==> config.mk <==
export PLATFORM = sky130hd
export DESIGN_NAME = udp_rx_word_unpack
export DESIGN_NICKNAME = d
export VERILOG_FILES = /design/src/rtl/udp_rx_word_unpack.sv
export SDC_FILE = /design/constraint.sdc
export NUM_CORES = 1
export LEC_CHECK = 0
export ABC_AREA = 1
export CAP_MARGIN = 15
export CORE_MARGIN = 8
export CORE_UTILIZATION = 60
export DETAILED_ROUTE_END_ITERATION = 8
export GPL_TIMING_DRIVEN = 1
export MAX_ROUTING_LAYER = met4
export PLACE_DENSITY = 0.84
export SLEW_MARGIN = 20
export SYNTH_ARGS = -nofsm -noshare
export SYNTH_HDL_FRONTEND = slang
export SYNTH_SLANG_ARGS = --single-unit
==> constraint.sdc <==
create_clock -name i_clk -period 5.45 [get_ports i_clk]
set_input_delay 1.09 -clock i_clk [delete_from_list [all_inputs] [get_ports i_clk]]
set_output_delay 1.09 -clock i_clk [all_outputs]
set_load 0.005 [all_outputs]
==> src/rtl/udp_rx_word_unpack.sv <==
// udp_rx_word_unpack
// Receive-side UDP payload unpacker. It takes a UDP header and the payload byte
// stream from the UDP stack and filters datagrams on destination port. Accepted
// payload bytes are packed big-endian into 16-bit words. The words are buffered
// in a small first-word-fall-through FIFO and handed to the consumer with
// valid/ready.

module udp_rx_word_unpack #(
  parameter int          DEPTH     = 4,
  parameter logic [15:0] PORT      = 16'd1234,
  parameter bit          FILTER_EN = 1'b1
) (
  input  logic        i_clk,
  input  logic        i_rst,
  input  logic        udp_rx_hdr_valid,
  output logic        udp_rx_hdr_ready,
  input  logic [15:0] udp_rx_dest_port,
  input  logic        udp_rx_payload_valid,
  output logic        udp_rx_payload_ready,
  input  logic        udp_rx_payload_last,
  input  logic [7:0]  udp_rx_payload_data,
  output logic [15:0] o_data,
  output logic        o_valid,
  input  logic        i_ready,
  output logic        o_err_odd,
  output logic        o_drop
);

  localparam int AW = (DEPTH > 1) ? $clog2(DEPTH) : 1;
  localparam int CW = $clog2(DEPTH + 1);

  typedef enum logic [1:0] {
    S_IDLE = 2'd0,
    S_HIGH = 2'd1,
    S_LOW  = 2'd2,
    S_DROP = 2'd3
  } state_t;

  state_t          state_q, state_d;
  logic [7:0]      hi_byte_q, hi_byte_d;
  logic [15:0]     mem_q [DEPTH];
  logic [AW-1:0]   wr_ptr_q, wr_ptr_d;
  logic [AW-1:0]   rd_ptr_q, rd_ptr_d;
  logic [CW-1:0]   count_q, count_d;
  logic            err_odd_q, err_odd_d;
  logic            drop_q, drop_d;

  logic            fifo_full_s;
  logic            hdr_fire_s;
  logic            beat_s;
  logic            push_s;
  logic            pop_s;
  logic            port_miss_s;
  logic [15:0]     push_word_s;

  assign fifo_full_s = (count_q == CW'(DEPTH));
  assign o_valid     = (count_q != {CW{1'b0}});
  assign o_data      = mem_q[rd_ptr_q];
  assign o_err_odd   = err_odd_q;
  assign o_drop      = drop_q;

  assign hdr_fire_s  = udp_rx_hdr_valid && udp_rx_hdr_ready;
  assign beat_s      = udp_rx_payload_valid && udp_rx_payload_ready;
  assign push_s      = beat_s && (state_q == S_LOW);
  assign pop_s       = o_valid && i_ready;
  assign port_miss_s = FILTER_EN && (udp_rx_dest_port != PORT);
  assign push_word_s = {hi_byte_q, udp_rx_payload_data};

  // Ready signals depend only on state and FIFO occupancy, never on valid.
  always_comb begin
    udp_rx_hdr_ready     = 1'b0;
    udp_rx_payload_ready = 1'b0;
    case (state_q)
      S_IDLE: begin
        udp_rx_hdr_ready     = 1'b1;
        udp_rx_payload_ready = 1'b0;
      end
      S_HIGH: begin
        udp_rx_hdr_ready     = 1'b0;
        udp_rx_payload_ready = 1'b1;
      end
      S_LOW: begin
        udp_rx_hdr_ready     = 1'b0;
        udp_rx_payload_ready = !fifo_full_s;
      end
      S_DROP: begin
        udp_rx_hdr_ready     = 1'b0;
        udp_rx_payload_ready = 1'b1;
      end
      default: begin
        udp_rx_hdr_ready     = 1'b0;
        udp_rx_payload_ready = 1'b0;
      end
    endcase
  end

  // Datagram state machine: next state, held high byte and the status pulses.
  always_comb begin
    state_d   = state_q;
    hi_byte_d = hi_byte_q;
    err_odd_d = 1'b0;
    drop_d    = 1'b0;
    case (state_q)
      S_IDLE: begin
        if (hdr_fire_s) begin
          if (port_miss_s) begin
            state_d = S_DROP;
            drop_d  = 1'b1;
          end else begin
            state_d = S_HIGH;
          end
        end else begin
          state_d = S_IDLE;
        end
      end
      S_HIGH: begin
        if (beat_s) begin
          hi_byte_d = udp_rx_payload_data;
          if (udp_rx_payload_last) begin
            // A lone high byte cannot form a word; it is flagged and discarded.
            state_d   = S_IDLE;
            err_odd_d = 1'b1;
          end else begin
            state_d = S_LOW;
          end
        end else begin
          state_d = S_HIGH;
        end
      end
      S_LOW: begin
        if (beat_s) begin
          if (udp_rx_payload_last) begin
            state_d = S_IDLE;
          end else begin
            state_d = S_HIGH;
          end
        end else begin
          state_d = S_LOW;
        end
      end
      S_DROP: begin
        if (beat_s && udp_rx_payload_last) begin
          state_d = S_IDLE;
        end else begin
          state_d = S_DROP;
        end
      end
      default: begin
        state_d = S_IDLE;
      end
    endcase
  end

  // FIFO pointer and occupancy update; simultaneous push and pop keep count.
  always_comb begin
    wr_ptr_d = wr_ptr_q;
    rd_ptr_d = rd_ptr_q;
    count_d  = count_q;
    if (push_s) begin
      wr_ptr_d = wr_ptr_q + AW'(1);
    end else begin
      wr_ptr_d = wr_ptr_q;
    end
    if (pop_s) begin
      rd_ptr_d = rd_ptr_q + AW'(1);
    end else begin
      rd_ptr_d = rd_ptr_q;
    end
    case ({push_s, pop_s})
      2'b10:   count_d = count_q + CW'(1);
      2'b01:   count_d = count_q - CW'(1);
      default: count_d = count_q;
    endcase
  end

  // Control and status registers.
  always_ff @(posedge i_clk or posedge i_rst) begin
    if (i_rst) begin
      state_q   <= S_IDLE;
      hi_byte_q <= 8'h00;
      wr_ptr_q  <= {AW{1'b0}};
      rd_ptr_q  <= {AW{1'b0}};
      count_q   <= {CW{1'b0}};
      err_odd_q <= 1'b0;
      drop_q    <= 1'b0;
    end else begin
      state_q   <= state_d;
      hi_byte_q <= hi_byte_d;
      wr_ptr_q  <= wr_ptr_d;
      rd_ptr_q  <= rd_ptr_d;
      count_q   <= count_d;
      err_odd_q <= err_odd_d;
      drop_q    <= drop_d;
    end
  end

  // Word storage; cleared on reset so the head reads zero out of reset.
  always_ff @(posedge i_clk or posedge i_rst) begin
    if (i_rst) begin
      for (int i = 0; i < DEPTH; i++) begin
        mem_q[i] <= 16'h0000;
      end
    end else if (push_s) begin
      mem_q[wr_ptr_q] <= push_word_s;
    end
  end

endmodule

* Yosys cells after proc, flatten, opt, wreduce, memory -nomap -nowiden *
Index checks and enable logic that the tools add are counted.

word-level totals
  bits in registers = 83
  input port bits = 30
  output and inout port bits = 21
  logic and storage cells = 63

cells by class
  add/sub/neg operators = 4
  magnitude comparators = 3
  eq/ne operators = 7
  multiplexer cells = 23
  bitwise operators = 2
  reductions and logical operators = 13

operators by type and width
  operator                number
  $bwmux W64              1
  $mux W16                3
  $bmux W16 S2            1
  $demux W16 S2           1
  $ne A16 B11 Y1 const B  1
  $mux W2                 6
  $pmux W2 S4             1
  $mux W1                 7
  $eq A2 B2 Y1 const B    3
  $ge A3 B3 Y1 const B    2
  $logic_and A1 B1 Y1     6
  $not A2 Y3              2
  $pmux W3 S2             1
  $add A2 B1 Y2 const B   2
  $eq A2 B1 Y1 const B    2
  $add A3 B1 Y3 const B   1
  $eq A3 B3 Y1 const B    1
  $lt A3 B1 Y1 const B    1
  $pmux W1 S3             1
  $reduce_bool A3 Y1      1
  $reduce_or A3 Y1        1
  $sub A3 B1 Y3 const B   1
  $logic_not A2 Y1        1
  $pmux W1 S2             1
  other kinds (4)         4

* Longest topological paths before layout *
Gate-level depths: netlist of the first run.

  word-level depth = 7
  depth in mapped cells = 10
  depth with buffers taken out = 9

* Worst setup path before layout of the first run *
Ideal clock, no wire load.

  path kind = in2reg
  start point = in udp_rx_payload_valid
  end point = reg count_q[2]
  library setup time = 0.131 ns
  arrival time = 2.418 ns
  required time = 5.319 ns
  path slack = 2.901 ns
  stages = 8
  path buffers = 1
  cell sequence = nand4_4 buf_2 ha_1 inv_1 fa_1 a21oi_1 o21ai_0 xor2_1

between the ends
  word-level cells in the longest chain between the ends = 4
  elaborated cells between the ends (all ways) = 6
  those cells by class = eq/ne: 2; mux: 1; reduce/logical: 3

ends and longest elaborated chain
  what                                               line  RTL
  start: declaration                                 18    input logic udp_rx_payload_valid,
  $logic_and A1 B1 Y1 (*)                            63    assign beat_s = udp_rx_payload_valid && udp_rx_payload_ready;
  $logic_and A1 B1 Y1 (*)                            64    assign push_s = beat_s && (state_q == S_LOW);
  $eq A2 B1 Y1 or $eq A2 B2 Y1 (tied branches)       169   case ({push_s, pop_s})
  $pmux W3 S2 or $reduce_bool A2 Y1 (tied branches)  --
  end signal: assignment                             183   count_q <= {CW{1'b0}};
  end signal: assignment                             191   count_q <= count_d;
  end: declaration                                   44    logic [CW-1:0] count_q, count_d;

Every way passes the cells marked *; elsewhere a longest branch is shown, timed or not.
A chain may end at the register's enable or synchronous reset.

* Final worst setup path of the first run *
  start point = reg rd_ptr_q[0]
  end point = out o_data[9]

between the ends
  word-level cells in the longest chain between the ends = 4

ends and longest elaborated chain
  what                                         line  RTL
  start: declaration                           43    logic [AW-1:0] rd_ptr_q, rd_ptr_d;
  start signal: assignment                     182   rd_ptr_q <= {AW{1'b0}};
  start signal: assignment                     190   rd_ptr_q <= rd_ptr_d;
  $not A2 Y3 (implied by the code)             58    assign o_data = mem_q[rd_ptr_q];
  $bmux W16 S2                                 58
  $mux W16 (implied by the code) (2 in a row)  58
  end: declaration                             22    output logic [15:0] o_data,

Every way passes these cells. The select of a mux whose other input is x is not followed.

==> results of run 1 <==
[cells in the mapped netlist, drive strengths merged]
cell,instances
dfrtp,83
clkbuf,9
nand3,8
o21ai,19
o21bai,64
xor2,4
mux2,8
fa,1
ha,5
nand2,155
a21boi,1
xnor2,1
inv,83
nand4,3
buf,16
clkinv,4
a21oi,50
nor2,14
[state kept, by name (all words and copies together), names as in the netlist]
| signal | flops |
|---|---|
| mem_q | 64 |
| hi_byte_q | 8 |
| count_q | 3 |
| rd_ptr_q | 2 |
| state_q | 2 |
| wr_ptr_q | 2 |
| o_drop | 1 |
| o_err_odd | 1 |
[stage by stage]
| stage | utilization (%) | hold slack [ps] | setup slack, ps | area [um^2] |
|---|---|---|---|---|
| floorplan | - | 486 | 2220 | 4340 |
| global placement | 67.9 | 507 | 2030 | 4840 |
| detailed placement | 67.9 | 520 | 1970 | 4840 |
| CTS | 70.7 | 536 | 1590 | 5050 |
| global route | 70.7 | 568 | 1350 | 5050 |
| finish | 70.7 | 529 | 1570 | 5050 |
[worst reg2reg max path: stages (launching register included)]
cell and delay, ps:
dfrtp_1 400, inv_1 100, a21boi_0 470, ha_1 260, inv_1 70, fa_1 380, a21oi_1 140, o21ai_0 110
xor2_1 160
[routing by layer]
layer  vias up  share of wire [%]
met1      1618                 44
met5         -                  0
li1       1721                  -
met2       126                 48
met3        15                5.7
met4         0                1.6
[kinds of logic after synthesis]
logic type / Yosys count / share of synthesized area, %
flops: 83 / 47.9
buf+inv: 112 / 10.8
simple gates: 180 / 17.1
compound gates: 134 / 19.2
mux: 8 / 2.08
xor+xnor: 5 / 1.01
fa+ha+maj: 6 / 1.90
[worst paths after layout]
path,slack [ps],cells after the start,endpoint,from
max in group asynchronous,3320,3,hi_byte_q[2],i_rst
min in group asynchronous,1100,2,mem_q[32],i_rst
max,1570,6,o_data[9],rd_ptr_q[0]
min reg2reg,530,1,count_q[0],count_q[0]
max reg2reg,3250,8,count_q[2],count_q[2]
min,530,1,count_q[0],count_q[0]
[area by class of cell]
type	count	area, um^2	share of cell area (%)
flip-flops and latches	83	2080	41.2
inverters	87	328	6.49
multi-input cells	333	1790	35.5
repair buffers	53	523	10.4
well taps	99	124	2.45
clock inverters	5	78.8	1.56
clock buffers	9	124	2.45
[where the power goes]
| group | total, mW | leakage (nW) | switching (mW) | internal (mW) |
|---|---|---|---|---|
| Clock | 0.467 | 0.105 | 0.214 | 0.253 |
| Combinational | 1.42 | 1.34 | 0.768 | 0.653 |
| Sequential | 1.14 | 0.981 | 0.213 | 0.927 |
| Total | 3.03 | 2.43 | 1.19 | 1.83 |
==> summary.md, run 1 <==
| Metric | Value |
|---|---|
| Status | `finished, final reports clean` |
| Critical path buffers and inverters | `3` |
| Cell count after synthesis | `528` |
| Tot GR Track Use | `21.6%` |
| Sequential fraction of the synthesis area | `47.9%` |
| Longest Clk Path Bufs | `2` |
| WP data required | `4360 ps` |
| Gr ovfl total | `0` |
| Top Usage Layer GRT | `met2` |
| Crit Path Category | `flip-flop to output pin` |
| Final Wtd Congestion | `0.796` |
| Area Growth Syn to Fin | `16.4%` |
| Post-CTS sizing | `0` |
| Met1 Use GR | `28.3%` |
| Mapped Nets | `564` |
| Vias | `3480` |
| Detail Placement HPWL | `6430 um` |
| FMAX | `257 MHz` |
| Core ar. | `7140 um^2` |
| First-pass GRT wire length | `16700 um` |
| Setup TNS | `0 ps` |
| Drt first pass iters | `4` |
| WP data arrival | `2790 ps` |
| CP max-delay cell | `dfrtp_1` |
| Layout Cells excl Fill | `669` |
| Post-CTS Hold Fix Bufs | `0` |
| DRC | `0` |
| VDD IR-drop max | `0.000335 V` |
| Port buffer count | `50` |
| Max incr delay on CP | `760 ps` |
| Vias in the first global route | `3442` |
| Max-cap viol count | `0` |
| Share of cells above drive strength 1 | `5.79%` |
| Hold Fails Final Rpt | `0` |
| Synth unique cells | `25` |
| Syn Area/Cell | `8.22 um^2` |
| Vias per cell | `5.20` |
| Largest net degree at the start of global routing | `72` |
| Initial Util | `60.8%` |
| Final count of pins violating max slew | `0` |
| DRT Wirelength | `10000 um` |
| Most frequent cells in the layout | `nand2_1, dfrtp_1, inv_1, o21bai_1` |
| Worst-Margin Slew | `1000 ps` |
| Fin nets | `603` |
| Crit end category | `output pin` |
| Delay-heaviest family, CP | `buffers and inverters` |
| N_diodes | `0` |
| WL/cell | `15.0 um` |
| Worst path cell trace | `inv_1 > buf_4 > o21ai_0 > a21oi_1 > a21oi_1 > clkdlybuf4s50_1` |
| Crit Path Max Fanout | `29` |
| GRT met2 Usage | `32.7%` |
| Total power | `3.03 mW` |
| Met3 usage | `3.87%` |
| Most common cell after layout, fill and taps aside | `nand2_1` |
| Crit path time final | `3880 ps` |
| CTS tree | `yes` |
| Initial antenna violation count | `0` |
| Leading area contributor after synthesis | `dfrtp_1` |
| Row count | `31` |
| Worst Hold Class | `flip-flop to flip-flop` |
| Worst-skew pair later-pin latency | `360 ps` |
| Reg clk slew, reported paths | `80 ps` |
| Skew final | `11.4 ps` |
| Placed Instances | `655` |
| ANT nets after route | `0` |
| Count of clock tree sinks | `83` |
| Leakage | `2.43 nW` |
| Crit path launch type | `flip-flop` |
| Setup-failing EPs final | `0` |
| Die Footprint | `10200 um^2` |
| Period utilization | `71.3%` |
| Ports | `51` |
| Top cells by area, synth | `dfrtp_1, nand2_1, o21bai_1, inv_1, a21oi_1` |
| CP most frequent cell | `a21oi_1` |
| H-tree depth | `3` |
| Pwr dens | `600 nW/um^2` |
| Cts bufs inserted | `9` |
| Flop and latch count out of synthesis | `83` |
| Synth top area share | `47.9%` |
| Fillers | `594` |
| Post-synthesis cell area | `4340 um^2` |
| Initial DRC Count | `221` |
| RSZ-0062 raised after global routing | `no` |
| Worst rel slew slack | `33.1%` |
| Die H | `101 um` |
| Clk Tree Root Cell | `clkbuf_8` |
| Post-CTS setup buffer count | `0` |
| Die X | `101 um` |
| Synth warn | `0` |
(Power assumes the default switching activity.)
==> run 2: changes to the inputs <==
--- a/config.mk
+++ b/config.mk
@@ -8,11 +8,11 @@
 export ABC_AREA = 1
 export CAP_MARGIN = 15
 export CORE_MARGIN = 8
-export CORE_UTILIZATION = 60
+export CORE_UTILIZATION = 51
 export DETAILED_ROUTE_END_ITERATION = 8
 export GPL_TIMING_DRIVEN = 1
 export MAX_ROUTING_LAYER = met4
-export PLACE_DENSITY = 0.84
+export PLACE_DENSITY = 0.76
 export SLEW_MARGIN = 20
 export SYNTH_ARGS = -nofsm -noshare
 export SYNTH_HDL_FRONTEND = slang
==> constraint.sdc (replaced) <==
create_clock -name i_clk -period 3.4 [get_ports i_clk]
set_input_delay 0.68 -clock i_clk [delete_from_list [all_inputs] [get_ports i_clk]]
set_output_delay 0.68 -clock i_clk [all_outputs]
set_load 0.005 [all_outputs]
==> run 2 against run 1 <==
  * Via count grew 1.6%
  * Final cell count grew 1.8%
  * Clock power grew 44%
  * Utilization shrank 8.9 points
  * Critical path depth is the same
  * Critical endpoint is now o_data[0]
==> summary.md, run 2 (synthesis gave the netlist of run 1 again) <==
| Metric | Value |
|---|---|
| Most frequent cells in the layout | `nand2_1, dfrtp_1, inv_1, o21bai_1` |
| Fin nets | `608 (+0.83%)` |
| Worst rel slew slack | `45.0% (+12 points)` |
| CP max-delay cell | `clkdlybuf4s50_1` |
| Share of cells above drive strength 1 | `6.25% (+0.46 points)` |
| Final count of pins violating max slew | `0 (unchanged)` |
| Setup-failing EPs final | `0 (unchanged)` |
| Core ar. | `8220 um^2 (+15%)` |
| WL/cell | `15.3 um (+1.9%)` |
| Row count | `33 (+6.5%)` |
| Vias in the first global route | `3523 (+2.4%)` |
| Final Wtd Congestion | `0.775 (-2.7%)` |
| Longest Clk Path Bufs | `2 (unchanged)` |
| Setup TNS | `0 ps (unchanged)` |
| WP data arrival | `2070 ps (-720 ps)` |
| Initial Util | `52.8% (-8.0 points)` |
| DRT Wirelength | `10400 um (+3.8%)` |
| Max incr delay on CP | `480 ps (-280 ps)` |
| Max-cap viol count | `0 (unchanged)` |
| Crit Path Max Fanout | `27 (-6.9%)` |
| Biggest register | `mem_q` |
| Most common cell after layout, fill and taps aside | `nand2_1` |
| R2R Path Start | `count_q[2]` |
| Count of clock tree sinks | `83 (unchanged)` |
| VDD IR-drop max | `0.000487 V (+46%)` |
| FMAX | `363 MHz` |
| Crit path to | `o_data[0]` |
| Crit end category | `output pin` |
| Crit path time final | `2750 ps` |
| Cts bufs inserted | `9 (unchanged)` |
| Gr ovfl total | `0 (unchanged)` |
| Reg clk slew, reported paths | `80 ps (about the same)` |
| Max reg flops | `64 (unchanged)` |
| Area Growth Syn to Fin | `17.0%` |
| Die H | `108 um (+7.1%)` |
| Hold Fails Final Rpt | `0 (unchanged)` |
| Ports | `51 (unchanged)` |
| Total power | `4.83 mW (+60%)` |
| CTS tree | `yes` |
| Top Registers | `mem_q x64, hi_byte_q x8, count_q x3` |
| Crit Path Category | `flip-flop to output pin` |
| Worst path cell trace | `inv_1 > buf_4 > o21ai_0 > a21oi_1 > a21oi_1 > clkdlybuf4s50_1` |
| CP Launch Point | `rd_ptr_q[1]` |
| Leakage | `2.44 nW (+0.53%)` |
| DRC | `0 (unchanged)` |
| Period utilization | `81.0%` |
| Placed Instances | `666 (+1.7%)` |
| Vias per cell | `5.19 (-0.18%)` |
| Worst-skew pair later-pin latency | `350 ps (about the same)` |
| Detail Placement HPWL | `6690 um (+4.1%)` |
| Tot GR Track Use | `19.4% (-2.2 points)` |
| Skew final | `8.46 ps (-2.97 ps)` |
| Die Footprint | `11700 um^2 (+15%)` |
| R2R setup slack | `1250 ps (-2000 ps)` |
| ANT nets after route | `0 (unchanged)` |
| Clk Tree Root Cell | `clkbuf_8` |
| Post-CTS sizing | `0 (unchanged)` |
| Initial antenna violation count | `0 (unchanged)` |
| Drt first pass iters | `4 (unchanged)` |
| Worst Hold Class | `flip-flop to flip-flop` |
| Post-CTS setup buffer count | `0 (unchanged)` |
| RSZ-0062 raised after global routing | `no` |
| First-pass GRT wire length | `17400 um (+4.2%)` |
| Status | `finished, final reports clean` |
| Largest net degree at the start of global routing | `72 (unchanged)` |
| Crit path launch type | `flip-flop` |
| R2R cell count | `8 (unchanged)` |
| Pwr dens | `952 nW/um^2 (+59%)` |
| N_diodes | `0 (unchanged)` |
| Initial DRC Count | `190 (-14%)` |
| Layout Cells excl Fill | `681 (+1.8%)` |
| Die X | `108 um (+7.1%)` |
| Fillers | `743 (+25%)` |
| H-tree depth | `3 (unchanged)` |
| Port buffer count | `50 (unchanged)` |
| Worst r2r dst | `count_q[2]` |
| CP most frequent cell | `a21oi_1` |
| Worst-Margin Slew | `825 ps (-177 ps)` |
| Util after Layout | `61.8% (-8.9 points)` |
| Vias | `3536 (+1.6%)` |
| WP data required | `2720 ps (-1640 ps)` |
| Post-CTS Hold Fix Bufs | `0 (unchanged)` |
==> run 2: cell count changes in the layout (fill, tap and decap cells not counted), sizes merged <==
| cell | before | now |
|---|---|---|
| clkbuf | 9 | 12 |
| buf | 3 | 8 |
| inv | 83 | 82 |
| bufinv | 2 | 1 |
==> run 2: how the worst min path moves through the flow <==
stage / startpoint / end / slack, ps / cells after the start
3_5_place_dp: count_q[0] / count_q[0] / 510 / 1
6_report: count_q[0] / count_q[0] / 520 / 1
5_1_grt: count_q[0] / count_q[0] / 550 / 1
4_1_cts: count_q[0] / count_q[0] / 520 / 1
2_1_floorplan: count_q[0] / count_q[0] / 490 / 1
3_3_place_gp: count_q[0] / count_q[0] / 510 / 1
==> run 2: stage by stage <==
stage | setup slack, ps | hold WS, ps | area, um^2
finish | 647 | 520 | 5080
global route | 472 | 545 | 5080
CTS | 619 | 521 | 5080
detailed placement | 658 | 511 | 4900
global placement | 772 | 507 | 4900
floorplan | 583 | 486 | 4340
==> run 2: per-layer routing <==
metal	routed length, um	global-route usage, %	vias to the layer above
li1	-	-	1738
met5	0	-	-
met1	4610	25.4	1679
met3	686	3.15	9
met4	122	6.44	0
met2	4970	29.8	110
==> run 2: power breakdown <==
group	switching (mW)	total (mW)	internal [mW]
clock network	0.339	0.673	0.335
registers	0.294	1.78	1.49
logic	1.30	2.38	1.09
==> run 2: critical path, delay by kind of cell, from the launching register on <==
| family | cells | cell delay (ps) |
|---|---|---|
| buffers and inverters | 3 | 1010 |
| DFF | 1 | 370 |
| AOI/OAI and AO/OA | 3 | 350 |
==> run 2: cell type report <==
class	count	area (um^2)	share of cell area, %
sequential	83	2080	40.9
multi-input combinational	333	1790	35.3
timing repair buffer	58	573	11.3
inverter	87	328	6.46
clock buffer	12	135	2.66
tap	105	131	2.59
clock inverter	3	40.0	0.789
